==> src/rtl/sse_pair_feeder.sv <==
// sse_pair_feeder: buffers (A,B) sample pairs in a small FIFO and presents them to the SSE one pair per `next` strobe.
// Optional sticky `underrun` output when SSE_FEED_UNDERRUN_EN is defined.
module sse_pair_feeder #(
  parameter int DW    = 32,
  parameter int DEPTH = 8,
  parameter int CW    = 16
) (
  input  logic          clk,
  input  logic          rst,
  input  logic          in_valid,
  output logic          in_ready,
  input  logic [DW-1:0] in_a,
  input  logic [DW-1:0] in_b,
  input  logic          in_last,
  input  logic          sse_next,
  input  logic          sse_ready,
  output logic [DW-1:0] A,
  output logic [DW-1:0] B,
  output logic          sse_rst,
  output logic          stop,
  output logic          busy,
  output logic          frame_done,
`ifdef SSE_FEED_UNDERRUN_EN
  output logic          underrun,
`endif
  output logic [CW-1:0] pairs_sent
);
  localparam int AW = $clog2(DEPTH);

  typedef struct packed {
    logic          last;
    logic [DW-1:0] a;
    logic [DW-1:0] b;
  } entry_t;

  typedef enum logic [1:0] {IDLE, LOAD, RUN, DONE} state_t;

  state_t      state, state_nxt;
  entry_t      mem [DEPTH];
  entry_t      head;
  logic [AW:0] wr_ptr, rd_ptr, last_cnt;
  logic        full, empty, push, pop, has_last;

  assign full     = (wr_ptr[AW] != rd_ptr[AW]) && (wr_ptr[AW-1:0] == rd_ptr[AW-1:0]);
  assign empty    = (wr_ptr == rd_ptr);
  assign in_ready = !full;
  assign push     = in_valid && !full;
  assign head     = mem[rd_ptr[AW-1:0]];
  assign has_last = (last_cnt != '0);

  assign sse_rst    = (state != RUN);
  assign busy       = (state != IDLE);
  assign frame_done = (state == DONE);

  // The pop that loads the first pair happens on the edge entering LOAD,
  // so the pair is already on A/B while the SSE is still held in reset.
  always_comb begin
    state_nxt = state;
    pop       = 1'b0;
    case (state)
      IDLE: begin
        if (has_last || full) begin
          state_nxt = LOAD;
          pop       = 1'b1;
        end
      end
      LOAD: state_nxt = RUN;
      RUN: begin
        if (stop) begin
          if (sse_ready) state_nxt = DONE;
        end else if (sse_next && !empty) begin
          pop = 1'b1;
        end
      end
      DONE: begin
        if (has_last) begin
          state_nxt = LOAD;
          pop       = 1'b1;
        end else begin
          state_nxt = IDLE;
        end
      end
      default: state_nxt = IDLE;
    endcase
  end

  always_ff @(posedge clk) begin
    if (push) mem[wr_ptr[AW-1:0]] <= {in_last, in_a, in_b};
  end

  always_ff @(posedge clk) begin
    if (!rst) begin
      state      <= IDLE;
      wr_ptr     <= '0;
      rd_ptr     <= '0;
      last_cnt   <= '0;
      A          <= '0;
      B          <= '0;
      stop       <= 1'b0;
      pairs_sent <= '0;
    end else begin
      state <= state_nxt;
      if (push) wr_ptr <= wr_ptr + {{AW{1'b0}}, 1'b1};
      if (pop)  rd_ptr <= rd_ptr + {{AW{1'b0}}, 1'b1};
      last_cnt <= last_cnt + {{AW{1'b0}}, push && in_last} - {{AW{1'b0}}, pop && head.last};
      if (pop) begin
        A    <= head.a;
        B    <= head.b;
        stop <= head.last;
      end else if (state == RUN && state_nxt == DONE) begin
        stop <= 1'b0;
      end
      if (state_nxt == LOAD)
        pairs_sent <= {{(CW-1){1'b0}}, 1'b1};
      else if (pop && pairs_sent != '1)
        pairs_sent <= pairs_sent + {{(CW-1){1'b0}}, 1'b1};
    end
  end

`ifdef SSE_FEED_UNDERRUN_EN
  always_ff @(posedge clk) begin
    if (!rst)
      underrun <= 1'b0;
    else if (state_nxt == LOAD)
      underrun <= 1'b0;
    else if (state == RUN && !stop && sse_next && empty)
      underrun <= 1'b1;
  end
`endif

endmodule

==> config.mk <==
export PLATFORM = sky130hd
export DESIGN_NAME = sse_pair_feeder
export DESIGN_NICKNAME = d
export VERILOG_FILES = /design/src/rtl/sse_pair_feeder.sv
export SDC_FILE = /design/constraint.sdc
export NUM_CORES = 1
export LEC_CHECK = 0
export BUFFER_PORTS_ARGS = -buffer_cell sky130_fd_sc_hd__buf_2
export CAP_MARGIN = 40
export CELL_PAD_IN_SITES_DETAIL_PLACEMENT = 1
export CELL_PAD_IN_SITES_GLOBAL_PLACEMENT = 2
export CORE_MARGIN = 3
export CORE_UTILIZATION = 47
export DETAILED_ROUTE_END_ITERATION = 10
export PLACE_DENSITY = 0.84
export SKIP_CTS_REPAIR_TIMING = 1
export SLEW_MARGIN = 30
export SYNTH_ARGS = -nofsm -noshare
export SYNTH_HDL_FRONTEND = slang
export SYNTH_SLANG_ARGS = --single-unit
==> constraint.sdc <==
create_clock -name clk -period 7.24 [get_ports clk]
set_input_delay 1.086 -clock clk [delete_from_list [all_inputs] [get_ports clk]]
set_output_delay 1.086 -clock clk [all_outputs]
set_load 0.01 [all_outputs]
## Yosys cells after proc, flatten, opt, wreduce, memory -nomap -nowiden

Memory sizes are Yosys's and may differ from the RTL's. A register that Yosys moved wholly into a read port is not among the register bits.
Cells that the tools add are included.

| operators by class | value |
|---|---|
| $add $sub $neg | 5 |
| equality and inequality tests | 10 |
| muxes and demuxes | 18 |
| bitwise operators | 1 |
| reduce and logical (&&, ||, !) cells | 16 |

Operator list:

| kind | number |
|---|---|
| $add 16x1->16 const B | 1 |
| $ne 16x16->1 const B | 1 |
| $mux 1 | 11 |
| $add 4x1->4 const B | 2 |
| $pmux 2 s4 | 1 |
| $logic_and 1x1->1 | 7 |
| $eq 2x2->1 const B | 3 |
| $mux 2 | 3 |
| $mux 3 | 2 |
| $reduce_bool 2->1 | 3 |
| $add 4x1->4 | 1 |
| $eq 2x1->1 const B | 2 |
| $eq 4x4->1 | 1 |
| $reduce_bool 4->1 | 1 |
| $sub 4x1->4 | 1 |
| $eq 3x3->1 | 1 |
| $pmux 1 s3 | 1 |
| $logic_not 1->1 | 2 |
| $logic_not 2->1 | 1 |
| $ne 2x2->1 const B | 1 |
| $reduce_or 2->1 | 1 |
| $logic_or 1x1->1 | 1 |
| $ne 1x1->1 | 1 |
| $not 1->1 | 1 |

| storage, ports and cells | value |
|---|---|
| flip-flop bits (word level) | 95 |
| bits in writable memories | 520 |
| input bits | 70 |
| logic and storage cells | 60 |
| memories | 1 |

Memories:

| name | words | width | read ports | clocked after memory_dff | write ports | line | source |
|---|---|---|---|---|---|---|---|
| mem | 8 | 65 | 1 | 1 | 1 | 39 | `entry_t mem [DEPTH];` |

## Longest topological paths before layout

Gate-level depths: netlist of the first run.

| depth | value |
|---|---|
| word-level depth | 9 |
| gate-level depth with buffers | 14 |
| gate-level depth less buffers | 13 |

## Worst setup path before layout of the first run

OpenSTA, ideal clock, no wires.

| timing path | value |
|---|---|
| kind | input port to flip-flop |
| start point | in in_valid |
| end point | mem mem[0][0] in the netlist's numbering, enable pin |
| library setup time | 0.568 ns |
| arrival time | 5.900 ns |
| slack | 0.772 ns |
| cell stages on the path | 3 |
| path buffers | 0 |
| cells stage by stage | nand2_1 > or2_2 > nor3_1 |

| on the way | value |
|---|---|
| cells in the longest elaborated chain, start to end | 3 |

Ends and longest elaborated chain:

| item | line | source |
|---|---|---|
| from (decl) | 10 | `input logic in_valid,` |
| $logic_and 1x1->1 | 47 | `assign push = in_valid && !full;` |
| $mux 1 | 88 | `if (push) mem[wr_ptr[AW-1:0]] <= {in_last, in_a, in_b};` |
| $mux 1 (not written as such) | 88 |  |
| to (decl) | 39 |  |

Every way passes these cells.

## Worst setup path in the final report of the first run

| timing path | value |
|---|---|
| start point | reg wr_ptr[2] |
| end point | mem mem[0][56] in the netlist's numbering, enable pin |

| on the way | value |
|---|---|
| cells in the longest elaborated chain, start to end | 6 |

Ends and longest elaborated chain:

| item | line | source |
|---|---|---|
| from (decl) | 41 | `logic [AW:0] wr_ptr, rd_ptr, last_cnt;` |
| from (signal assigned) | 103 | `if (push) wr_ptr <= wr_ptr + {{AW{1'b0}}, 1'b1};` |
| $eq 3x3->1 | 44 | `assign full = (wr_ptr[AW] != rd_ptr[AW]) && (wr_ptr[AW-1:0] == rd_ptr[AW-1:0]);` |
| $logic_and 1x1->1 | 44 |  |
| $logic_not 1->1 | 47 |  |
| $logic_and 1x1->1 | 47 |  |
| $mux 1 | 88 |  |
| $mux 1 (not written as such) | 88 |  |

Several ways; a longest one is shown, not always the timed one.

==> results of run 1 <==
==> per-layer routing <==
layer	up-vias	wire [um]	part of all wire (%)
met1	6119	21700	42
li1	5182	-	-
met4	2	1030	2.0
met3	69	2380	4.6
met2	276	26200	51
met5	-	11	0.021
==> sequential cells by signal, summed over array words and instances, names as in the netlist, named ones only <==
signal / flops
mem: 520
rd_ptr: 4
last_cnt: 4
stop: 1
pairs_sent: 16
A: 32
B: 32
wr_ptr: 4
state: 2
==> critical path: stages, from the launching register on <==
cell     delay, ps
dfxtp_1        490
xor2_1         370
or4_1          330
nand2_1        150
or2_2          410
nor3_2         190
buf_4          480
buf_4          630
==> path summary, 6_finish.rpt <==
path | end | slack (ps) | cells past startpoint
worst max register to register | mem[0][56] | 3750 | 7
worst min register to register | B[3] | 500 | 2
worst max-delay path | mem[0][56] | 3750 | 7
worst min-delay path | B[3] | 500 | 2
==> stage by stage <==
step / hold slack [ps] / std cells / util [%] / setup WS [ps]
3_5_place_dp: 490 / 1956 / 51.0 / 3440
5_1_grt: 511 / 2074 / 55.3 / 3600
4_1_cts: 501 / 2069 / 55.2 / 3750
3_3_place_gp: 478 / 1950 / 50.7 / 3530
2_1_floorplan: 456 / 1182 / - / 772
6_report: 499 / 2077 / 55.3 / 3750
==> synthesized netlist by cell type (all sizes together) (2+ instances only) <==
master / count
mux2i: 67
mux4: 130
a21oi: 20
xnor2: 4
nand4: 5
or3: 6
nand2b: 4
nor4: 2
nand2: 10
or4: 12
nand3: 10
dfxtp: 98
a21o: 2
o21ai: 6
and2: 3
and3: 6
a31oi: 2
xor2: 4
a211oi: 64
nor2: 79
edfxtp: 520
nor3: 6
buf: 31
inv: 16
o31ai: 12
ha: 13
clkbuf: 37
==> cells by family (layout without fill, tap and decap cells) <==
kind of cell	Yosys count	count (layout)	share of synthesized area, %
compound gates	112	112	3.50
xor+xnor	8	8	0.332
simple gates	149	149	3.18
buf+inv	84	310	1.60
flops	618	618	75.2
fa+ha+maj	14	14	0.782
other cells	0	5	0
mux	197	197	15.4
==> area by class of cell <==
class	instances	share of cell area, %
multi-input combinational	480	20.2
clock buffer	72	5.85
timing repair buffer	181	4.11
sequential	618	64.8
clock inverter	41	1.72
tap	664	3.06
antenna	5	0.0461
inverter	16	0.226
==> report_power, final <==
group | leakage (nW) | switching (mW) | internal (mW)
Clock | 0.997 | 1.31 | 1.92
Sequential | 5.53 | 0.138 | 4.08
Combinational | 2.27 | 1.24 | 0.881
==> impl_metrics.py, run 1 <==
metrics = {
    "run_status": {
        "status": "complete, no violations",
    },
    "place": {
        "numPortBuffers": 154,
        "finalWeightedCongestion": 0.733,
        "dp_hpwl_um": 30300,
        "place_area_mm2": 0.0250,
    },
    "global_routing": {
        "grt_pass1_wl_um": 79400,
        "use_met3_pct": 3.40,
        "grt_util_met2_pct": 33.5,
        "antenna_found_initial": 9,
        "gr-usage-met1_pct": 27.0,
        "globalRouteOverflowTotal": 0,
        "track_usage_pct": 19.8,
        "grt_pass1_vias": 12700,
        "grt_busiest_layer": "met2",
        "grt_max_degree": 97,
    },
    "synth": {
        "yosysTopAreaCellShare_pct": 66.8,
        "synth_cells": 1182,
        "syn_area_mm2": 0.0234,
        "synthTopCellsByArea": "edfxtp_1 67%, mux4_2 13%, dfxtp_1 8.4%, mux2i_1 2.9%, a211oi_1 2.1%",
        "syn_area_per_cell_um2": 19.8,
        "synth_area_leader_cell": "edfxtp_1",
        "synth_nets": 1266,
        "synth.distinct_cells": 51,
        "synth_ff_type": "edfxtp_1",
        "yosys_warnings": 0,
        "async_flop_share_pct": 0,
        "synth-edff-count": 520,
        "seq_area_frac_synth_pct": 75.2,
        "synth_seq_cells": 618,
    },
    "cells_and_area": {
        "area_growth_pct": 16.1,
        "final_area_mm2": 0.0271,
        "drive_gt1_share_pct": 30.3,
        "multi_input_area_mm2": 0.00548,
        "nFillCells": 4375,
        "fin_nets": 1442,
        "register_area_mm2": 0.0176,
        "mostFrequentLayoutCells": "520 x edfxtp_1, 154 x buf_2, 130 x mux4_2",
        "final_common_cell": "edfxtp_1",
    },
    "setup_path": {
        "worstSetupStartpoint": "wr_ptr[2]",
        "cp.required_ps": 7470,
        "cp-end-kind": "register",
        "r2r_start": "wr_ptr[2]",
        "cp_max_fo": 37,
        "critical_path_arrival_ps": 3720,
        "startpoint_type": "register",
        "worstSetupPathType": "register to register",
    },
    "cts": {
        "clock_path_buffers": 3,
        "h-tree-depth": 2,
        "cts_buffers": 61,
        "insertion_delay_ps": 610,
        "cts_tree": "built",
        "clk_pin_slew_worst_paths_ps": 60,
        "clock-root-buffer": "clkbuf_16",
        "cts.sinks": 618,
    },
    "hold_path": {
        "hp-start": "B[3]",
        "min_path_type": "register to register",
    },
    "drt": {
        "wire_per_inst_um": 24.7,
        "vias": 11600,
        "drt-initial-drc-count": 883,
        "routed_wl_um": 51400,
        "first_pass_iters": 6,
        "vias_per_cell": 5.61,
        "ant_nets": 0,
        "drc": 0,
    },
    "die": {
        "start_util_pct": 47.6,
        "dieHeight_um": 229,
        "die_area_mm2": 0.0524,
        "coreArea_mm2": 0.0491,
        "fp-row-count": 81,
        "io_pins": 155,
        "die_x_um": 229,
    },
    "sta": {
        "slew_viol_final": 0,
        "finalHoldViolations": 0,
        "finClkSkew_ps": 20.7,
        "tns_ps": 0,
        "setup_violations": 0,
        "finalCritPeriodShare_pct": 48.2,
        "rsz0062_at_grt": "false",
        "tightest_slew_ps": 840,
        "clock.fmax_mhz": 287,
        "fin_crit_ps": 3490,
        "max_slew_margin_pct": 44.0,
    },
    "power_and_ir_drop": {
        "report.power.total_mw": 9.57,
        "p_leak_nw": 8.80,
        "powerDensity_mw_per_mm2": 353,
        "peakVddDrop_mv": 0.216,
    },
    "flow_run": {
        "maxCapViolations": 0,
    },
}
No activity file was read; power rests on OpenSTA's default activity.
==> run 2: changes to the inputs <==
==> constraint.sdc (replaced) <==
create_clock -name clk -period 3.44 [get_ports clk]
set_input_delay 0.516 -clock clk [delete_from_list [all_inputs] [get_ports clk]]
set_output_delay 0.516 -clock clk [all_outputs]
set_load 0.01 [all_outputs]
==> run 2 against run 1 <==
- global-route usage is 0.40 points higher
- non-clock buffer count is 3 lower
- clock skew is 4.7 ps higher
- critical path depth is 4 higher
- hold slack worse by 310 ps
- setup slack worse by 3200 ps
- maximum frequency is 20% higher
- count of clock-buffer cells in the layout is 16 higher
- sequential cell count stayed put
- largest power group unchanged
==> impl_metrics.py, run 2 (synthesized netlist as in run 1, its figures left out) <==
metrics = {
    "run_status": {
        "status": "complete, no violations",
    },
    "flow_run": {
        "maxCapViolations": 0,
    },
    "global_routing": {
        "grt_pass1_wl_um": 80200,
        "track_usage_pct": 20.2,
        "antenna_found_initial": 8,
        "globalRouteOverflowTotal": 0,
        "grt_pass1_vias": 12800,
        "grt_max_degree": 129,
    },
    "place": {
        "place_area_mm2": 0.0251,
        "dp_hpwl_um": 28400,
        "numPortBuffers": 154,
        "dpl.cell_count": 1956,
        "finalWeightedCongestion": 0.739,
    },
    "power_and_ir_drop": {
        "p_leak_nw": 8.79,
        "peakVddDrop_mv": 0.442,
        "powerDensity_mw_per_mm2": 741,
    },
    "cts": {
        "clock-root-buffer": "clkbuf_16",
        "h-tree-depth": 3,
        "insertion_delay_ps": 590,
        "clk_pin_slew_worst_paths_ps": 60,
        "cts_buffers": 66,
        "cts_tree": "built",
        "cts.sinks": 618,
        "clock_path_buffers": 3,
    },
    "setup_path": {
        "critical_path_arrival_ps": 3360,
        "worstSetupPathType": "register to register",
        "startpoint_type": "register",
        "cp_max_fo": 4,
        "cp.required_ps": 3900,
        "cp-end-kind": "register",
    },
    "cells_and_area": {
        "nFillCells": 4392,
        "largest_reg_flops": 520,
        "area_growth_pct": 16.4,
        "fin_nets": 1444,
        "drive_gt1_share_pct": 30.7,
        "fin_cells": 2077,
        "final_area_mm2": 0.0272,
        "final_util_pct": 55.5,
        "register_area_mm2": 0.0176,
        "final_common_cell": "edfxtp_1",
        "multi_input_area_mm2": 0.00550,
        "mostFrequentLayoutCells": "520 x edfxtp_1, 154 x buf_2, 130 x mux4_2",
    },
    "sta": {
        "finalHoldViolations": 0,
        "finClkSkew_ps": 25.4,
        "slew_viol_final": 0,
        "setup_violations": 0,
        "tightest_slew_ps": 877,
        "clock.fmax_mhz": 344,
        "max_slew_margin_pct": 41.5,
        "fin_crit_ps": 2900,
        "finalCritPeriodShare_pct": 84.4,
        "rsz0062_at_grt": "false",
        "whs_ps": 192,
    },
    "die": {
        "start_util_pct": 47.6,
        "fp-row-count": 81,
        "io_pins": 155,
        "coreArea_mm2": 0.0491,
        "dieHeight_um": 229,
        "die_x_um": 229,
        "die_area_mm2": 0.0524,
    },
    "drt": {
        "first_pass_iters": 7,
        "drc": 0,
        "drt-initial-drc-count": 788,
        "vias": 11700,
        "vias_per_cell": 5.64,
        "wire_per_inst_um": 24.8,
        "routed_wl_um": 51600,
        "ant_nets": 0,
    },
    "hold_path": {
        "min_path_type": "primary input to register",
    },
}
run 2: cell count changes in the layout (fill, tap and decap cells not counted), sizes merged:
cell | before | now
clkbuf | 73 | 88
clkinv | 27 | 19
bufinv | 10 | 4
diode | 5 | 2
buf | 180 | 178
clkinvlp | 4 | 6
inv | 16 | 18
run 2: final timing paths:
path / start / to / slack (ps) / depth (start not counted)
worst max register to register: state[0] / last_cnt[1] / 540 / 11
worst max-delay path: state[0] / last_cnt[1] / 540 / 11
worst min-delay path: in_b[28] / mem[4][28] / 190 / 1
worst min register to register: wr_ptr[3] / wr_ptr[3] / 490 / 2
run 2: stage by stage:
stage,total power [mW],TNS (ps),setup WS [ps]
5_1_grt,21.3,0,304
3_3_place_gp,13.4,0,739
3_5_place_dp,13.6,0,584
2_1_floorplan,12.2,-183240,-937
4_1_cts,20.5,0,547
6_report,20.2,0,535
run 2: worst max-delay path, stage by stage (launching register included):
cell,delay (ps)
dfxtp_1,340
inv_1,150
ha_1,210
inv_1,80
nor4b_1,550
o32ai_2,160
nor2_1,190
ha_1,260
inv_1,60
ha_1,190
fa_1,430
and2_1,170
run 2: layout make-up:
type / count / area share, %
multi-input combinational: 480 / 20.2
sequential: 618 / 64.6
antenna: 2 / 0.0184
timing repair buffer: 178 / 4.14
clock inverter: 31 / 1.07
tap: 664 / 3.05
clock buffer: 88 / 6.63
inverter: 16 / 0.225
run 2: per-layer routing:
layer  share of wire [%]  vias to the layer above  track usage, %
li1                    -                     5184               -
met1                  42                     6195            26.4
met2                  51                      250            34.8
met3                 4.8                       74            4.10
met4                 2.0                       12            5.88
met5                0.17                        -               0
run 2: where the power goes:
group          leakage, nW  internal [mW]  switching (mW)
logic                 2.25           1.85            2.65
clock network         1.01           4.01            2.81
registers             5.53           8.59           0.258
==> run 3: changes to the inputs <==
==> constraint.sdc (replaced) <==
create_clock -name clk -period 2.9 [get_ports clk]
set_input_delay 0.435 -clock clk [delete_from_list [all_inputs] [get_ports clk]]
set_output_delay 0.435 -clock clk [all_outputs]
set_load 0.01 [all_outputs]
==> run 3 against run 2 <==
- critical path depth rose by 1
- global-route usage down 0.22 points
- final cell count grew 0.39%
- largest cell class unchanged
- largest power group unchanged
==> impl_metrics.py, run 3 (synthesized netlist as in run 1, its figures left out) <==
metrics = {
    "run_status": {
        "status": "complete, no violations",
    },
    "sta": {
        "fin_crit_ps": 2650,
        "tightest_slew_ps": 808,
        "max_slew_margin_pct": 46.2,
        "finClkSkew_ps": 18.3,
        "finalCritPeriodShare_pct": 91.4,
        "worst_slack_ps": 249,
        "setup_violations": 0,
        "clock.fmax_mhz": 377,
        "rsz0062_at_grt": "false",
        "finalHoldViolations": 0,
        "slew_viol_final": 0,
        "tns_ps": 0,
    },
    "cells_and_area": {
        "fin_nets": 1447,
        "nFillCells": 4326,
        "final_area_mm2": 0.0274,
        "largest_reg_flops": 520,
        "area_growth_pct": 17.1,
        "final_common_cell": "edfxtp_1",
        "register_area_mm2": 0.0176,
        "mostFrequentLayoutCells": "520 x edfxtp_1, 154 x buf_2, 130 x mux4_2",
        "multi_input_area_mm2": 0.00556,
        "final_util_pct": 55.8,
        "drive_gt1_share_pct": 31.1,
    },
    "cts": {
        "cts_tree": "built",
        "clock_path_buffers": 3,
        "cts_buffers": 67,
        "cts.sinks": 618,
        "clk_pin_slew_worst_paths_ps": 60,
        "h-tree-depth": 3,
        "clock-root-buffer": "clkbuf_16",
        "insertion_delay_ps": 600,
    },
    "setup_path": {
        "cp.required_ps": 3340,
        "crit_top_cell": "ha_1",
        "worstSetupPathType": "register to register",
        "critical_path_arrival_ps": 3090,
        "cp_max_fo": 4,
        "critical-path-max-stage-delay_ps": 420,
        "cp-end-kind": "register",
        "crit_chain": "inv_1 > ha_1 > nor2_2 > nor3_1 > o32ai_2 > nor2_1 > ha_1 > inv_1 > ha_1 > fa_1 > xnor2_1 > nor2_1",
        "crit_slowest_cell": "fa_1",
        "startpoint_type": "register",
    },
    "power_and_ir_drop": {
        "power.share.switching_pct": 28.6,
        "report.power.total_mw": 24.2,
        "clockPowerShare_pct": 33.8,
        "powerDensity_mw_per_mm2": 882,
        "switching_power_mw": 6.90,
        "p_leak_nw": 8.85,
        "pwr-share-comb_pct": 22.5,
        "cellInternalPower_mw": 17.2,
        "pwr-share-seq_pct": 43.6,
        "peakVddDrop_mv": 1.42,
    },
    "drt": {
        "drt-initial-drc-count": 812,
        "drc": 0,
        "routed_wl_um": 52000,
        "vias": 11800,
        "vias_per_cell": 5.64,
        "wire_per_inst_um": 24.9,
        "ant_nets": 0,
        "first_pass_iters": 5,
    },
    "global_routing": {
        "grt_util_met2_pct": 34.0,
        "grt_pass1_wl_um": 79500,
        "use_met3_pct": 3.62,
        "antenna_found_initial": 8,
        "grt_pass1_vias": 12900,
        "track_usage_pct": 20.0,
        "grt_max_degree": 129,
        "gr-usage-met1_pct": 26.4,
        "grt_busiest_layer": "met2",
        "globalRouteOverflowTotal": 0,
    },
    "hold_path": {
        "min_path_type": "primary input to register",
    },
    "die": {
        "die_x_um": 229,
        "start_util_pct": 47.6,
        "coreArea_mm2": 0.0491,
        "dieHeight_um": 229,
        "fp-row-count": 81,
        "io_pins": 155,
        "die_area_mm2": 0.0524,
    },
    "place": {
        "finalWeightedCongestion": 0.762,
        "dp_hpwl_um": 28100,
        "post-place-ws_ps": 137,
        "numPortBuffers": 154,
        "place_area_mm2": 0.0252,
    },
    "flow_run": {
        "maxCapViolations": 0,
    },
}
==> run 3: cell types whose count changed in the layout (fill, tap and decap cells not counted), moves of 4 or more <==
cell	delta
dfxtp_2	+4
clkinvlp_4	-4
dfxtp_1	-5
clkinv_1	+6
==> run 3: final cells by class <==
type | count | area share (%)
multi-input cells | 480 | 20.3
diodes | 4 | 0.0366
clock inverters | 33 | 1.05
repair buffers | 180 | 4.33
clock buffers | 90 | 6.71
flip-flops and latches | 618 | 64.3
well taps | 664 | 3.04
inverters | 16 | 0.224
==> run 3: layer usage <==
layer	part of all wire, %	wire [um]
met5	0.052	27
met4	1.9	994
met1	42	22000
met2	51	26600
met3	4.6	2390
==> run 3: worst paths after layout <==
check	slack (ps)	cells after the start	start	to
worst max-delay path	250	12	state[0]	last_cnt[2]
worst min-delay path	110	1	in_b[8]	mem[0][8]
worst max register to register	250	12	state[0]	last_cnt[2]
worst min register to register	490	2	wr_ptr[3]	wr_ptr[3]
==> run 3: through the flow <==
| step | hold slack [ps] | instances |
|---|---|---|
| detailed placement | 492 | 1958 |
| global route | 104 | 2084 |
| CTS | 77.2 | 2081 |
| floorplan | 456 | 1182 |
| finish | 113 | 2085 |
| global placement | 484 | 1957 |
==> run 3: worst max-delay path: cells and delay by family (launching register included) <==
kind | cells | cell delay (ps)
DFF | 1 | 350
and+or+nand+nor | 4 | 410
adders and majority gates | 4 | 1170
xor gates and xnor gates | 1 | 160
buffers and inverters | 2 | 130
AOI/OAI and AO/OA | 1 | 300
==> run 3: power by group through the flow <==
stage               Clock [mW]  Sequential, mW  Combinational [mW]
finish                    8.17            10.5                5.45
global route              8.77            10.6                6.01
CTS                       8.37            10.5                5.52
detailed placement           0            10.7                5.47
global placement             0            10.7                5.24
floorplan                    0            10.7                3.79
